## src/rtl/board_dealer.sv

```systemverilog
// Deals a shuffled 8-pair card layout for the 16-cell memory board.
// Fisher-Yates driven by a free-running LFSR, streamed out as cell writes, then committed.
module board_dealer #(
  parameter int unsigned NCARDS       = 16,
  parameter int unsigned LABEL_W      = 4,
  parameter logic [15:0] DEFAULT_SEED = 16'hACE1
) (
  input  logic                        clk,
  input  logic                        rst,
  input  logic                        start,
  input  logic                        seed_load,
  input  logic [15:0]                 seed,
  output logic                        busy,
  output logic                        done,
  output logic                        wr_en,
  output logic [3:0]                  wr_idx,
  output logic [LABEL_W-1:0]          wr_label,
  output logic [NCARDS*LABEL_W-1:0]   labels
);

  // Cell 0 sits in the low nibble.
  localparam logic [63:0] DefaultLayout = 64'h2518_4736_8765_4231;

  typedef enum logic [2:0] {StIdle, StInit, StDraw, StSwap, StEmit, StCommit} state_e;

  state_e               state_q, state_d;
  logic [15:0]          lfsr_q;
  logic [3:0]           i_q, i_d;
  logic [3:0]           j_q, j_d;
  logic [3:0]           idx_q, idx_d;
  logic [3:0]           mask;
  logic [3:0]           r;
  logic [LABEL_W-1:0]   work_q [NCARDS];

  function automatic logic [LABEL_W-1:0] default_label(input int unsigned k);
    return LABEL_W'(DefaultLayout[4*k +: 4]);
  endfunction

  // Free-running in every state, so the shuffle depends on when start arrives.
  always_ff @(posedge clk or negedge rst) begin
    if (!rst) begin
      lfsr_q <= DEFAULT_SEED;
    end else if (seed_load) begin
      lfsr_q <= (seed == 16'd0) ? DEFAULT_SEED : seed;
    end else begin
      lfsr_q <= {lfsr_q[14:0], lfsr_q[15] ^ lfsr_q[13] ^ lfsr_q[12] ^ lfsr_q[10]};
    end
  end

  always_comb begin
    if (i_q[3])      mask = 4'hF;
    else if (i_q[2]) mask = 4'h7;
    else if (i_q[1]) mask = 4'h3;
    else             mask = 4'h1;
  end

  assign r = lfsr_q[3:0] & mask;

  always_comb begin
    state_d = state_q;
    i_d     = i_q;
    j_d     = j_q;
    idx_d   = idx_q;
    case (state_q)
      StIdle: begin
        if (start) state_d = StInit;
      end
      StInit: begin
        i_d     = 4'(NCARDS - 1);
        state_d = StDraw;
      end
      StDraw: begin
        // Out-of-range draws are rejected rather than folded, keeping the shuffle unbiased.
        if (r <= i_q) begin
          j_d     = r;
          state_d = StSwap;
        end
      end
      StSwap: begin
        if (i_q == 4'd1) begin
          idx_d   = 4'd0;
          state_d = StEmit;
        end else begin
          i_d     = i_q - 4'd1;
          state_d = StDraw;
        end
      end
      StEmit: begin
        if (idx_q == 4'(NCARDS - 1)) state_d = StCommit;
        else                         idx_d   = idx_q + 4'd1;
      end
      StCommit: state_d = StIdle;
      default:  state_d = StIdle;
    endcase
  end

  always_ff @(posedge clk or negedge rst) begin
    if (!rst) begin
      state_q <= StIdle;
      i_q     <= '0;
      j_q     <= '0;
      idx_q   <= '0;
    end else begin
      state_q <= state_d;
      i_q     <= i_d;
      j_q     <= j_d;
      idx_q   <= idx_d;
    end
  end

  always_ff @(posedge clk or negedge rst) begin
    if (!rst) begin
      for (int k = 0; k < NCARDS; k++) work_q[k] <= default_label(k);
    end else if (state_q == StInit) begin
      for (int k = 0; k < NCARDS; k++) work_q[k] <= LABEL_W'((k >> 1) + 1);
    end else if (state_q == StSwap) begin
      work_q[i_q] <= work_q[j_q];
      work_q[j_q] <= work_q[i_q];
    end
  end

  always_ff @(posedge clk or negedge rst) begin
    if (!rst) begin
      for (int k = 0; k < NCARDS; k++) labels[k*LABEL_W +: LABEL_W] <= default_label(k);
    end else if (state_q == StCommit) begin
      for (int k = 0; k < NCARDS; k++) labels[k*LABEL_W +: LABEL_W] <= work_q[k];
    end
  end

  always_comb begin
    busy     = (state_q == StInit) || (state_q == StDraw) ||
               (state_q == StSwap) || (state_q == StEmit);
    done     = (state_q == StCommit);
    wr_en    = (state_q == StEmit);
    wr_idx   = wr_en ? idx_q : 4'd0;
    wr_label = wr_en ? work_q[idx_q] : '0;
  end

endmodule

```

## config.mk

```make
export PLATFORM = sky130hd
export DESIGN_NAME = board_dealer
export DESIGN_NICKNAME = d
export VERILOG_FILES = /design/src/rtl/board_dealer.sv
export SDC_FILE = /design/constraint.sdc
export NUM_CORES = 1
export LEC_CHECK = 0
export ABC_AREA = 1
export CORE_MARGIN = 3
export CORE_UTILIZATION = 55
export DETAILED_ROUTE_END_ITERATION = 8
export GPL_TIMING_DRIVEN = 1
export MAX_ROUTING_LAYER = met4
export PLACE_DENSITY = 0.84
export SLEW_MARGIN = 20
export SYNTH_ARGS = -nofsm -noshare
export SYNTH_HDL_FRONTEND = slang
export SYNTH_SLANG_ARGS = --single-unit
```

## constraint.sdc

```tcl
create_clock -name clk -period 2.8 [get_ports clk]
set_clock_uncertainty 0.05 [all_clocks]
set_input_delay 0.84 -clock clk [delete_from_list [all_inputs] [get_ports clk]]
set_output_delay 0.84 -clock clk [all_outputs]
set_load 0.05 [all_outputs]
```

### Word-level counts from Yosys, hierarchy flattened

Index checks and enable logic that the tools add are counted.

* logic and storage cells: 97
* output and inout bits: 75
* flip-flop bits (word level): 159
* bits of input ports: 20

* muxes and demuxes: 34
* bitwise logic cells: 7
* reduce and logical (&&, ||, !) cells: 13
* $add $sub $neg: 2
* eq/ne operators: 13
* magnitude comparators: 6

Operators by type and width (number)
* bitwise mux 64 bit: 2
* 2-to-1 mux 64 bit: 2
* 2-to-1 mux 4 bit: 15
* binary-select mux 4 bit (select 4 bit): 3
* demux 4 bit (select 4 bit): 2
* 2-to-1 mux 16 bit: 2
* logical NOT 16 bit: 1
* one-hot mux 4 bit (2 select lines): 2
* greater-or-equal comparator 5 bit (second input constant): 3
* inverter 4 -> 5 bit: 3
* one-hot mux 3 bit (5 select lines): 1
* 2-to-1 mux 3 bit: 4
* < comparator 5 x 1 -> 1 bit (second input constant): 2
* inequality test 2 bit (second input constant): 5
* equality test 3 x 2 -> 1 bit (second input constant): 2
* equality test 3 bit (second input constant): 2
* AND reduction 3 bit: 2
* adder 4 x 1 -> 4 bit (second input constant): 1
* bitwise AND 4 bit: 1
* equality test 4 x 1 -> 1 bit (second input constant): 1
* equality test 4 bit (second input constant): 1
* less-or-equal comparator 4 bit: 1
* AND reduction 2 bit: 2
* nonzero test 2 bit: 2
* 8 further kinds: 13

### Longest topological paths before layout

Gate-level depths: netlist of the first run.

* depth after elaboration: 9
* depth in mapped cells: 15
* depth with buffers taken out: 13

### Worst setup path before layout of the first run

Ideal clock, no wire load.

* path type: reg2out
* start: register state_q[1]
* end: output port wr_label[0]
* cell stages (with the launch flop): 7
* buffers on the path: 1
* arrival: 2.372 ns
* path slack: -0.462 ns
* required time: 1.910 ns
* cells stage by stage: dfrtp_1 > inv_1 > nand2_1 > nor2_1 > inv_1 > buf_2 > a21oi_1

* word-level cells in the longest chain between the ends: 2

RTL lines
* from (decl): line 26 `state_e state_q, state_d;`
* from (signal assigned): line 99 `state_q <= StIdle;`
* from (signal assigned): line 104 `state_q <= state_d;`
* equality test 3 bit: line 134 `wr_en = (state_q == StEmit);`
* net wr_en: line 15 `output logic wr_en,`
* 2-to-1 mux 4 bit: line 136 `wr_label = wr_en ? work_q[idx_q] : '0;`
* to (decl): line 17 `output logic [LABEL_W-1:0] wr_label,`

The timed path passes the listed nets, and every way through them passes these cells.

### Worst setup path in the final report of the first run

* start: register idx_q[0]
* end: output port wr_label[0]

* word-level cells in the longest chain between the ends: 5

RTL lines
* from (decl): line 30 `logic [3:0] idx_q, idx_d;`
* from (signal assigned): line 107 `idx_q <= idx_d;`
* inverter 4 -> 5 bit (not written as such): line 136
* binary-select mux 4 bit (select 4 bit): line 136
* 2-to-1 mux 4 bit (not written as such) (2 in series): line 136
* 2-to-1 mux 4 bit: line 136

Every way passes these cells. The select of a mux whose other input is x is not followed.

==> results.toml, run 1 <==
[setup_path]
ff2ff_path_depth = 14
arrival_ns = 1.98
worst_path_largest_cell_delay_ns = 0.47
worst_reg2reg_endpoint = "work_q[51]$_DFFE_PN0P_"
r2r_setup_slack_ns = 0.28
worstReg2RegStart = "j_q[0]$_DFFE_PN0P_"
cp_data_required_time_ns = 1.91
worstPathMaxFanout = 7
cpLargestDelayFamily = "flip-flops"
nature_of_the_critical_path_startpoint = "register"
cp-startpoint = "idx_q[0]$_DFFE_PN0P_"
timing_worst_setup_path_type = "reg -> out"
crit_end = "wr_label[0]"
critical_path.cell_chain = "clkinv_4 > buf_16 > a21oi_1 > o21ai_0 > nand3_1 > nand3_2 > a21oi_4 > buf_12"
cp_slowest_cell = "sky130_fd_sc_hd__dfrtp_2"
crit_cells = 8
critical_path_buf_inv_count = 3
timing.critical_path.to_type = "output pin"

[layout]
layout.area.seq_um2 = 4060
fin_nets = 1582
layout-area-overhead-vs-synth_pct = 22.4
layout-drive-gt1-share = 0.177
insertedDiodeCount = 0
fillers = 1498
final_util = 0.692
multi_input_area_um2 = 4890

[global_routing]
gr-total-overflow = 0
antenna_found_initial = 0
grt_usage = 0.356
first_pass_grt_wire_length_um = 52900
grt_start_max_net_pins = 80
first_global_vias = 9655

[drt]
drt-initial-drc-count = 1380
detail_route.vias_per_cell = 5.79
via_count = 10400
drtAntennaViolNets = 0
drt_wl_total_um = 33900
route.detailed.wl_per_inst_um = 18.9
drt_pass1_iterations = 6
remaining_drc_errors = 0

[timing]
slew_violations = 0
period_share = 1.03
layout_min_cycle_time_ns = 2.87
timing_worst_slew_pin_value_ns = 0.562
max_clock_freq_mhz = 348
setup_viol = 4
smallest_setup_slack_after_layout_ns = -0.0708
unrepaired_setup_endpoints_after_global_routing = "yes"
max-slew-margin-rel = 0.625
final_hold_viol_count = 0

[yosys]
ys_dominant_reg_cell = "sky130_fd_sc_hd__dfrtp_1"
yosys.cell_count.top_type = "sky130_fd_sc_hd__nand2_1"
number_of_synthesized_flops_with_an_enable_pin = 0
synth.cell_area_um2 = 9850
ys_types = 34
synthesis.nets = 1476
yosys_register_bits = 159
yosys-top-cells-count = "sky130_fd_sc_hd__nand2_1, sky130_fd_sc_hd__o21ai_0, sky130_fd_sc_hd__inv_1, sky130_fd_sc_hd__dfrtp_1, sky130_fd_sc_hd__nand3_1"
synth.top_cells.by_area = "sky130_fd_sc_hd__dfrtp_1, sky130_fd_sc_hd__nand2_1, sky130_fd_sc_hd__dfstp_2"
synth_top_area_cell = "sky130_fd_sc_hd__dfrtp_1"
synth_top_cell_area_share = 0.252
synth_sequential_area_ratio = 0.412
syn_area_per_cell_um2 = 6.80
synthesis.yosys.warnings = 0
syn-instance-count = 1448
ys_async_sr_fraction = 1.00

[cts]
cts.sink_count = 159
clock_tree.htree_level_count = 4
tritoncts = "yes"
ctsRootBufferMaster = "sky130_fd_sc_hd__clkbuf_16"
clk_transition_reported_paths_ns = 0.07
cts_buffers = 17
clk_buf_depth = 2
clock_latency_ns = 0.44

[power]
combinationalPowerShare = 0.515
design_power_total_uw = 11500
p_sw_frac = 0.509
share_seq_of_total_power = 0.282
power_report.internal_total_uw = 5630
power.static_leakage_uw = 0.00561
cellPowerDensity_nw_per_um2 = 951
switching_power_uw = 5830
max_vdd_drop_mv = 0.528
power_frac_clock = 0.203

[floorplan]
design.portCount = 95
fp-row-count = 48
floorplan.initialDensity = 0.565
fp.coreArea_um2 = 17400
die_area_um2 = 19500
y_dimension_of_the_die_um = 140
fp.dieW_um = 140

[job]
max-cap-violations = 0

[placement]
gp_congestion = 1.05
numPortBuffers = 94
place_ws_ns = 0.357
placed_wire_length_estimate_um = 24800

[worst_hold_path]
worst_hold_path_type = "in -> async"

[outcome]
violations_in_the_final_reports = "negative setup slack"
status = "finished, violations left"
metrics by stage:
step,TNS [ns],hold slack [ns],cells,area [um2]
after global routing,-0.516,0.306,1792,12100
after detailed placement,0,0.416,1752,11200
after floorplan,-0.336,0.398,1448,9870
final,-0.228,0.279,1792,12100
after CTS,-0.0906,0.293,1788,11900
after global placement,0,0.415,1752,11200
area by class of cell:
cell class,instances,share of cell area
multi-input combinational,1043,0.406
clock buffer,20,0.0379
tap,225,0.0233
sequential,159,0.336
timing repair buffer,140,0.125
clock inverter,12,0.0103
inverter,193,0.0610
layer usage:
| layer | vias to the layer above | track usage | share of wire |
|---|---|---|---|
| met5 | - | - | 0 |
| met4 | 0 | 0.144 | 0.041 |
| met3 | 137 | 0.101 | 0.13 |
| met2 | 678 | 0.513 | 0.43 |
| met1 | 4742 | 0.474 | 0.40 |
| li1 | 4814 | - | - |
cell usage in the layout (no fill, tap or decap), types with 3 or more instances in the layout:
| master | Yosys | layout |
|---|---|---|
| sky130_fd_sc_hd__inv_1 | 141 | 138 |
| sky130_fd_sc_hd__clkinvlp_4 | 0 | 5 |
| sky130_fd_sc_hd__clkdlybuf4s50_1 | 0 | 82 |
| sky130_fd_sc_hd__nor2_1 | 65 | 62 |
| sky130_fd_sc_hd__nand3_1 | 91 | 86 |
| sky130_fd_sc_hd__nand2_1 | 518 | 518 |
| sky130_fd_sc_hd__inv_6 | 0 | 6 |
| sky130_fd_sc_hd__dfstp_2 | 60 | 60 |
| sky130_fd_sc_hd__o21ai_2 | 3 | 3 |
| sky130_fd_sc_hd__o21ai_0 | 184 | 174 |
| sky130_fd_sc_hd__ha_1 | 8 | 8 |
| sky130_fd_sc_hd__nand3_2 | 0 | 5 |
| sky130_fd_sc_hd__o21ai_1 | 17 | 27 |
| sky130_fd_sc_hd__dfrtp_1 | 99 | 98 |
| sky130_fd_sc_hd__a21oi_2 | 7 | 16 |
| sky130_fd_sc_hd__xnor2_1 | 3 | 3 |
| sky130_fd_sc_hd__nor2_4 | 12 | 13 |
| sky130_fd_sc_hd__a21oi_4 | 2 | 5 |
| sky130_fd_sc_hd__clkbuf_16 | 0 | 18 |
| sky130_fd_sc_hd__nor2_2 | 21 | 23 |
| sky130_fd_sc_hd__mux2_2 | 4 | 4 |
| sky130_fd_sc_hd__nor3_1 | 4 | 4 |
| sky130_fd_sc_hd__buf_12 | 0 | 15 |
| sky130_fd_sc_hd__nor4_1 | 5 | 5 |
| sky130_fd_sc_hd__buf_4 | 10 | 38 |
| sky130_fd_sc_hd__a21oi_1 | 80 | 68 |
| sky130_fd_sc_hd__nand2_2 | 5 | 5 |
| sky130_fd_sc_hd__a31oi_1 | 7 | 7 |
| sky130_fd_sc_hd__inv_2 | 48 | 50 |
state kept, by name (all words and copies together), names as in the netlist:
register	cells
lfsr_q	16
idx_q	4
j_q	4
state_q	3
labels	64
work_q	64
i_q	4
worst min path at each step:
stage,to,cells past startpoint,slack (ns)
floorplan,work_q[5]$_DFFE_PN0P_,2,0.40
global placement,work_q[55]$_DFFE_PN0P_,2,0.42
detailed placement,work_q[23]$_DFFE_PN0P_,2,0.42
CTS,labels[44]$_DFFE_PN0P_,1,0.29
global route,labels[44]$_DFFE_PN0P_,1,0.31
finish,labels[44]$_DFFE_PN0P_,1,0.28
logic make-up after synthesis:
group / after synthesis / synth area share
compound gates: 303 / 0.162
xor+xnor: 3 / 0.00267
fa+ha+maj: 8 / 0.0102
buf+inv: 246 / 0.102
flops: 159 / 0.412
mux: 4 / 0.00457
simple gates: 725 / 0.307
what timing repair did:
action | in CTS | in global routing
hold buffers | 0 | 0
cloned | 2 | 1
pin swaps | 8 | 15
setup endpoints to repair | 4 | 9
endpoints found under the hold margin | 0 | 0
setup buffers | 2 | 3
resized for setup | 18 | 26
power groups by stage:
stage               clock, uW  combinational [uW]  sequential, uW
floorplan                   0                3660            3130
global placement            0                5470            3210
detailed placement          0                5540            3220
CTS                      2330                5630            3190
global route             2420                6330            3250
finish                   2320                5900            3230
Note: power is estimated with default switching activity, not from simulation.
==> inputs of run 2 (changes only) <==
--- a/config.mk
+++ b/config.mk
@@ -9,9 +9,10 @@
 export CORE_MARGIN = 3
 export CORE_UTILIZATION = 55
 export DETAILED_ROUTE_END_ITERATION = 8
+export DONT_BUFFER_PORTS = 1
 export GPL_TIMING_DRIVEN = 1
 export MAX_ROUTING_LAYER = met4
-export PLACE_DENSITY = 0.84
+export PLACE_DENSITY = 0.8
 export SLEW_MARGIN = 20
 export SYNTH_ARGS = -nofsm -noshare
 export SYNTH_HDL_FRONTEND = slang
==> constraint.sdc (replaced) <==
create_clock -name clk -period 2.37 [get_ports clk]
set_clock_uncertainty 0.05 [all_clocks]
set_input_delay 0.711 -clock clk [delete_from_list [all_inputs] [get_ports clk]]
set_output_delay 0.711 -clock clk [all_outputs]
set_load 0.05 [all_outputs]
==> run 2 against run 1 <==
Via count shrank 3.6%. Count of clock-buffer cells in the layout fell by 2. Final cell count down 4.1%. Die area did not move. Cell area down 5.6%. Combinational power grew 22%. Non-clock buffer count is 73 lower. Highest routed layer unchanged. Sequential share of layout area rose by 2.0 points. Critical endpoint is now wr_label[1]. The run ends with negative hold slack, negative setup slack left. Setup slack worse by 0.24 ns. Register-to-register slack worse by 0.16 ns.
==> results.toml, run 2 (same netlist as run 1, synthesis figures left out) <==
[outcome]
status = "finished, violations left"
violations_in_the_final_reports = "negative hold slack, negative setup slack"

[timing]
smallest_setup_slack_after_layout_ns = -0.313
max_clock_freq_mhz = 373
final_hold_viol_count = 99
layout_min_cycle_time_ns = 2.68
period_share = 1.13
timing_worst_slew_pin_value_ns = 1.05
setup_viol = 9
unrepaired_setup_endpoints_after_global_routing = "yes"
hold-worst-slack_ns = -0.0931
slew_violations = 0
total_neg_setup_slack_ns = -1.48
max-slew-margin-rel = 0.299

[floorplan]
fp-row-count = 48
die_area_um2 = 19500
y_dimension_of_the_die_um = 140
fp.dieW_um = 140
design.portCount = 95
fp.coreArea_um2 = 17400
floorplan.initialDensity = 0.565

[setup_path]
worstPathMaxFanout = 14
timing_worst_setup_path_type = "reg -> out"
r2r_setup_slack_ns = 0.12
timing.critical_path.to_type = "output pin"
nature_of_the_critical_path_startpoint = "register"
crit_end = "wr_label[1]"
worst_reg2reg_endpoint = "idx_q[3]$_DFFE_PN0P_"
ff2ff_path_depth = 9
arrival_ns = 1.92
cp-startpoint = "idx_q[0]$_DFFE_PN0P_"
cp_data_required_time_ns = 1.61
worstReg2RegStart = "i_q[1]$_DFFE_PN0P_"

[global_routing]
grt_usage = 0.341
grt_start_max_net_pins = 160
first_global_vias = 9399
first_pass_grt_wire_length_um = 50900
antenna_found_initial = 0
gr-total-overflow = 0

[cts]
cts.sink_count = 159
ctsRootBufferMaster = "sky130_fd_sc_hd__clkbuf_16"
clk_buf_depth = 2
cts_buffers = 17
clock_tree.htree_level_count = 4
clk_transition_reported_paths_ns = 0.07
clock_latency_ns = 0.44
tritoncts = "yes"

[drt]
via_count = 9995
detail_route.vias_per_cell = 5.81
remaining_drc_errors = 0
drt_wl_total_um = 32400
drt_pass1_iterations = 7
drt-initial-drc-count = 1447
drtAntennaViolNets = 0
route.detailed.wl_per_inst_um = 18.8

[layout]
fin_nets = 1509
top_regs = "labels x64, work_q x64, lfsr_q x16"
layout-area-overhead-vs-synth_pct = 15.6
fillers = 1496
layout.cells.most_common = "sky130_fd_sc_hd__nand2_1"
instances_no_fill = 1719
final_cell_mix = "sky130_fd_sc_hd__nand2_1, sky130_fd_sc_hd__o21ai_0, sky130_fd_sc_hd__inv_1"
insertedDiodeCount = 0
layout-drive-gt1-share = 0.199

[job]
max-cap-violations = 0

[placement]
placed_wire_length_estimate_um = 23500
numPortBuffers = 0
gp_congestion = 1.04
dp_cells = 1676
place_ws_ns = -0.0366

[power]
power_frac_clock = 0.203
combinationalPowerShare = 0.517
design_power_total_uw = 13900
power.static_leakage_uw = 0.00541
share_seq_of_total_power = 0.280
p_sw_frac = 0.496
power_report.internal_total_uw = 7010
switching_power_uw = 6910
cellPowerDensity_nw_per_um2 = 1220
max_vdd_drop_mv = 0.915

[worst_hold_path]
worst_hold_path_type = "in -> async"
## run 2: cell types whose count changed in the layout (fill, tap and decap cells not counted), moves of 4 or more
cell | previous run | this run
sky130_fd_sc_hd__buf_4 | 38 | 47
sky130_fd_sc_hd__o21ai_0 | 174 | 170
sky130_fd_sc_hd__buf_6 | 1 | 5
sky130_fd_sc_hd__clkdlybuf4s50_1 | 82 | 0
sky130_fd_sc_hd__nor2_4 | 13 | 17
## run 2: how the worst min path moves through the flow
stage / slack (ns) / from / end
final: -0.09 / rst / labels[32]$_DFFE_PN0P_
after global routing: -0.11 / rst / labels[47]$_DFFE_PN0P_
after CTS: -0.1 / rst / labels[32]$_DFFE_PN0P_
after detailed placement: 0.37 / rst / labels[44]$_DFFE_PN0P_
after global placement: 0.37 / rst / labels[44]$_DFFE_PN0P_
after floorplan: 0.37 / rst / i_q[0]$_DFFE_PN0P_
## run 2: final cells by class
class	count	area (um2)	area share
clock buffer	18	439	0.0386
clock inverter	14	173	0.0152
inverter	193	742	0.0652
multi-input combinational	1043	4970	0.436
sequential	159	4060	0.356
tap	225	282	0.0247
timing repair buffer	67	724	0.0636
## run 2: repair_timing
action | 4_1_cts | 5_1_grt
hold endpoints to repair | 99 | 99
gates resized for setup | 36 | 20
setup endpoints to repair | 9 | 14
cloned | 2 | 0
pin swaps | 8 | 6
buffers inserted | 5 | 4
## run 2: power groups by stage
stage	logic, uW	clock network [uW]	registers [uW]
after floorplan	4340	0	3700
final	7210	2820	3900
after CTS	6870	2850	3850
after global placement	6640	0	3880
after global routing	7760	2970	3930
after detailed placement	6700	0	3900
## run 2: layer usage
layer / wire length, um / track usage / up-vias / share of wire
met4: 1500 / 0.150 / 0 / 0.046
met1: 13300 / 0.481 / 4569 / 0.41
met2: 13500 / 0.473 / 659 / 0.42
li1: - / - / 4646 / -
met5: 0 / - / - / 0
met3: 4100 / 0.0739 / 121 / 0.13
## run 2: stage by stage
| step | utilization | cell area, um2 |
|---|---|---|
| after CTS | 0.648 | 11300 |
| final | 0.654 | 11400 |
| after global routing | 0.654 | 11400 |
| after detailed placement | 0.602 | 10500 |
| after floorplan | - | 9920 |
| after global placement | 0.602 | 10500 |
## run 2: worst max-delay path, cell delays in order, from the launching register on
cell and delay, ns:
sky130_fd_sc_hd__dfrtp_2 0.43, sky130_fd_sc_hd__clkinv_4 0.08, sky130_fd_sc_hd__buf_12 0.15, sky130_fd_sc_hd__a21oi_1 0.13, sky130_fd_sc_hd__o21ai_0 0.09, sky130_fd_sc_hd__nand3_1 0.09
sky130_fd_sc_hd__nand3_1 0.13, sky130_fd_sc_hd__a21oi_4 0.23, sky130_fd_sc_hd__buf_12 0.16
